**src/rtl/regfile_scoreboard.sv**
```systemverilog
`default_nettype none
// ============================================================================
// Module   : regfile_scoreboard
// Brief    : Multi-port register file with write-to-read bypass and a
//            per-register pending-write scoreboard (RAW busy, issue stall).
// Revision : 1.0 - initial release
// ============================================================================
module regfile_scoreboard #(
    parameter int DATA_W   = 32,
    parameter int NREGS    = 32,
    parameter int NRD      = 2,
    parameter int NWR      = 2,
    parameter int PEND_W   = 2,
    parameter int ZERO_REG = 1,
    localparam int AW      = $clog2(NREGS)
) (
    input  logic                  clk,
    input  logic                  flush_n,
    input  logic                  pipe_flush_i,
    input  logic [NRD*AW-1:0]     rd_addr_i,
    output logic [NRD*DATA_W-1:0] rd_data_o,
    output logic [NRD-1:0]        rd_busy_o,
    input  logic [NWR-1:0]        wr_en_i,
    input  logic [NWR*AW-1:0]     wr_addr_i,
    input  logic [NWR*DATA_W-1:0] wr_data_i,
    input  logic [NWR-1:0]        wr_retire_i,
    input  logic                  issue_valid_i,
    input  logic                  issue_wr_i,
    input  logic [AW-1:0]         issue_dest_i,
    output logic                  issue_ready_o,
    output logic                  sb_err_o
);

    // Wide enough to hold pend + 1 and the retire count without wrapping.
    localparam int CW = PEND_W + $clog2(NWR + 1) + 1;
    localparam logic [PEND_W-1:0] PEND_MAX = '1;

    logic [DATA_W-1:0] regs_q [NREGS];
    logic [DATA_W-1:0] regs_d [NREGS];
    logic [PEND_W-1:0] pend_q [NREGS];
    logic [PEND_W-1:0] pend_d [NREGS];
    logic [CW-1:0]     dec    [NREGS];
    logic              sb_err_q;
    logic              sb_err_d;
    logic              issue_acc;

    function automatic logic is_zero(input logic [AW-1:0] a);
        return (ZERO_REG != 0) && (a == '0);
    endfunction

    // Retiring writes this cycle, counted per destination register.
    always_comb begin
        for (int r = 0; r < NREGS; r++) dec[r] = '0;
        for (int j = 0; j < NWR; j++) begin
            if (wr_en_i[j] && wr_retire_i[j])
                dec[wr_addr_i[j*AW +: AW]] = dec[wr_addr_i[j*AW +: AW]] + CW'(1);
        end
    end

    for (genvar i = 0; i < NRD; i++) begin : g_rd
        logic [AW-1:0]     rd_a;
        logic [DATA_W-1:0] rd_val;

        assign rd_a = rd_addr_i[i*AW +: AW];

        always_comb begin
            rd_val = regs_q[rd_a];
            for (int j = 0; j < NWR; j++) begin
                if (wr_en_i[j] && (wr_addr_i[j*AW +: AW] == rd_a))
                    rd_val = wr_data_i[j*DATA_W +: DATA_W];
            end
            if (is_zero(rd_a)) rd_val = '0;
        end

        assign rd_data_o[i*DATA_W +: DATA_W] = rd_val;
        assign rd_busy_o[i] = {{(CW-PEND_W){1'b0}}, pend_q[rd_a]} > dec[rd_a];
    end

    assign issue_ready_o = !(issue_wr_i && (pend_q[issue_dest_i] == PEND_MAX)
                             && (dec[issue_dest_i] == '0));
    assign issue_acc     = issue_valid_i && issue_ready_o && issue_wr_i
                           && !is_zero(issue_dest_i) && !pipe_flush_i;

    always_comb begin
        regs_d   = regs_q;
        sb_err_d = sb_err_q;
        for (int j = 0; j < NWR; j++) begin
            if (wr_en_i[j] && !is_zero(wr_addr_i[j*AW +: AW]))
                regs_d[wr_addr_i[j*AW +: AW]] = wr_data_i[j*DATA_W +: DATA_W];
        end
        for (int r = 0; r < NREGS; r++) begin
            if (pipe_flush_i || ((ZERO_REG != 0) && (r == 0))) begin
                pend_d[r] = '0;
            end else if (dec[r] > ({{(CW-PEND_W){1'b0}}, pend_q[r]}
                         + {{(CW-1){1'b0}}, (issue_acc && (issue_dest_i == AW'(r)))})) begin
                pend_d[r] = '0;
                sb_err_d  = 1'b1;
            end else begin
                pend_d[r] = PEND_W'({{(CW-PEND_W){1'b0}}, pend_q[r]}
                          + {{(CW-1){1'b0}}, (issue_acc && (issue_dest_i == AW'(r)))}
                          - dec[r]);
            end
        end
    end

    always_ff @(posedge clk or negedge flush_n) begin
        if (!flush_n) begin
            for (int r = 0; r < NREGS; r++) begin
                regs_q[r] <= '0;
                pend_q[r] <= '0;
            end
            sb_err_q <= 1'b0;
        end else begin
            regs_q   <= regs_d;
            pend_q   <= pend_d;
            sb_err_q <= sb_err_d;
        end
    end

    assign sb_err_o = sb_err_q;

endmodule
`default_nettype wire

```
**config.mk**
```make
export PLATFORM = sky130hd
export DESIGN_NAME = regfile_scoreboard
export DESIGN_NICKNAME = d
export VERILOG_FILES = /design/src/rtl/regfile_scoreboard.sv
export SDC_FILE = /design/constraint.sdc
export NUM_CORES = 2
export LEC_CHECK = 0
export BUFFER_PORTS_ARGS = -buffer_cell sky130_fd_sc_hd__buf_2
export CORE_ASPECT_RATIO = 1.2
export CORE_MARGIN = 4
export CORE_UTILIZATION = 35
export CTS_BUF_LIST = sky130_fd_sc_hd__clkbuf_4
export DETAILED_ROUTE_END_ITERATION = 8
export GPL_TIMING_DRIVEN = 0
export HOLD_SLACK_MARGIN = 0.15
export MAX_ROUTING_LAYER = met4
export PLACE_DENSITY = 0.52
export SYNTH_ARGS = -nofsm -noshare
export SYNTH_HDL_FRONTEND = slang
export SYNTH_SLANG_ARGS = --single-unit
```
**constraint.sdc**
```tcl
create_clock -name clk -period 9.9 [get_ports clk]
set_input_delay 0.99 -clock clk [delete_from_list [all_inputs] [get_ports clk]]
set_output_delay 0.99 -clock clk [all_outputs]
set_load 0.01 [all_outputs]
```
==> metrics <==
status finished, violations left; failing checks capacitance limit, slew limit; 1st-iter DRT viols between 10000 and 15000; hold_sp wr_data_i[33]; WS Path Type in2out; Detail Route Antenna Nets 0; Worst-path clk slew about 70 ps; Worst VDD drop roughly 0.16 mV; Post-synth EDFFs 0; min cycle time layout 8280 ps; Die Ht just over 500 um; Mapped Area 0.0744 mm^2; worst r2r dst sb_err_o; Final #Nets just over 8000; worst path bufs/invs 5; TritonCTS buffer count 331; Lkg Pwr 35.2 nW; Final setup viols 0; Max Cap Viol 41; CP startpoint kind input pin; Worst EP required just under 9000 ps; total track usage 0.395; R2R cell count 21; fill count between 20000 and 25000; TritonCTS clock tree done; Initial DRT Pass Iterations 9; die area about 0.22 mm^2; Max Slew Vio Count 400; clock sinks 1087; Hold Buf Count CTS 61; initial antenna violation count 33; Cell variety after synth just under 80; RSZ-0062 raised after global routing false; Worst Hold End regs_q[1]; CTS resizes 0; Clock Tree Root clkbuf_4; Mapped Cells between 7000 and 8000; final worst path period share 0.836; grt total ovfl 0; first-pass GRT wire length approximately 590000 um; synth-to-layout area growth 12.4%; DRC viols 0; Top Ports 166; routed wire length roughly 440000 um; Mapped Nets 7782; top-area cell type share of the netlist area 0.366; Fin. Hold Viols 0; Die W 429 um; Clk Latency, worst-skew pair about 1400 ps; Primary FF master, synth dfrtp_1; Worst slew margin -0.110; register area share after synthesis 0.366; crit-path max cell delay approximately 1200 ps; number of global-route vias before repair 70100; Setup Skew about 41 ps; Crit path arrival time approximately 7300 ps; Worst path most repeated cell clkbuf_1; Starting Density 0.351; Worst R2R Start pend_q[45]; ys async rst share 1.00; Area contributors post-synth dfrtp_1 (37%), mux2i_1 (17%), mux4_2 (15%); vias roughly 73000; worst hold path type in2reg; Longest Clk Path Bufs 4; Worst path top cell family by delay buffers and inverters; Setup TNS Final 0 ps; most common library cells after synthesis mux2i_1 (1257), dfrtp_1 (1087), nor2_1 (1056); Synth Register Bits between 1000 and 1500; most frequent cell after synthesis mux2i_1; WL/cell roughly 39 um; RD Place Congestion 1.03; area leader, netlist dfrtp_1; Rows 185; layout cell share with drive strength beyond 1 0.157; PortBufs 90; vias per cell 6.57; R2R setup slack around 3400 ps; PwrDens approximately 190 mW/mm^2; Cells on Worst Hold Path 3; CP Max Fanout 10; fmax ~0.12 GHz; CORE AREA approximately 0.21 mm^2; YS warnings 0; crit path cell chain clkbuf_1, or2_2, clkbuf_1, clkbuf_1, clkbuf_1, o221ai_1, a21oi_1, nor3_1, a21oi_1, a211oi_1, a21oi_1, nor2_1, buf_2; largest net degree at the start of global routing 146; final core utilization 0.395; DP Wirelength about 310000 um; slowest CP cell clkbuf_1; measured slew at the worst slew-check pin ~1700 ps; Post-CTS Setup Bufs 0; Synth Area per Inst slightly below 10 um^2; Max H-tree Level 5; CP Capture Type output pin
how the worst max path moves through the flow:
stage | slack (ps) | cells after the start | startpoint | end
after global routing | 2030 | 13 | rd_addr_i[1] | rd_busy_o[0]
after floorplan | 4630 | 23 | wr_addr_i[6] | sb_err_o
after detailed placement | 1540 | 20 | issue_dest_i[3] | sb_err_o
after CTS | 2070 | 13 | rd_addr_i[1] | rd_data_o[2]
final | 1620 | 13 | rd_addr_i[1] | rd_data_o[2]
after global placement | -18640 | 1 | flush_n | regs_q[137]
metrics by stage:
stage               power, mW  instance area (um^2)  std cells  setup WS (ps)  hold WS (ps)
floorplan                9.17                 74400       7525           4630           445
global placement         10.7                 78300      10400         -18640           456
detailed placement       10.9                 78800      10400           1540           465
CTS                      15.3                 83300      11000           2070           150
global route             16.1                 83500      11100           2030           168
finish                   15.5                 83600      11100           1620           183
area by class of cell:
type / instances / area (um^2) / area share
Inverter: 134 / 503 / 0.00602
Timing Repair Buffer: 176 / 1590 / 0.0190
Tap cell: 2805 / 3510 / 0.0420
Clock buffer: 471 / 3540 / 0.0423
Antenna cell: 39 / 97.6 / 0.00117
Buffer: 902 / 3660 / 0.0438
Clock inverter: 71 / 354 / 0.00424
Multi-Input combinational cell: 5402 / 43100 / 0.516
Sequential cell: 1087 / 27200 / 0.325
power breakdown:
part / switching [mW] / total, mW / internal (mW)
clock: 2.29 / 4.53 / 2.24
combinational: 2.42 / 4.52 / 2.10
sequential: 0.943 / 6.49 / 5.55
worst register-to-register path: cells and delay by family (launching register included):
family / cells / cell delay (ps)
AOI/OAI and AO/OA: 9 / 2530
and+or+nand+nor: 7 / 2260
buffers and inverters: 2 / 220
adders and majority gates: 3 / 840
DFF: 1 / 460
flip-flops by register name, indices dropped and copies added, names as in the netlist:
name,flops
regs_q,1024
pend_q,62
sb_err_o,1
cells by family after synthesis:
kind of cell / count (synthesis) / share of synthesized area
adder cells (fa/ha/maj): 159 / 0.0268
AO/OA/AOI/OAI: 1704 / 0.133
buffers and inverters: 1036 / 0.0546
multiplexers: 1753 / 0.318
flip-flops: 1087 / 0.366
AND/OR/NAND/NOR: 1730 / 0.0954
XOR/XNOR: 56 / 0.00660
routing by layer:
metal	vias to the layer above	wire length [um]	global-route usage
li1	28600	-	-
met1	36700	160000	0.461
met2	5789	186000	0.562
met3	1708	51200	0.135
met4	0	40200	0.296
met5	-	0	-
layout by cell type, fill, tap and decap left out, types with 159 or more instances in the layout:
| cell type | count |
|---|---|
| mux2i_1 | 1257 |
| clkbuf_4 | 471 |
| ha_1 | 159 |
| o21ai_0 | 290 |
| dfrtp_1 | 1087 |
| mux4_2 | 486 |
| a21oi_1 | 956 |
| nor2_1 | 1049 |
| nand2_1 | 389 |
| clkbuf_1 | 648 |
No activity file was read; power rests on OpenSTA's default activity.
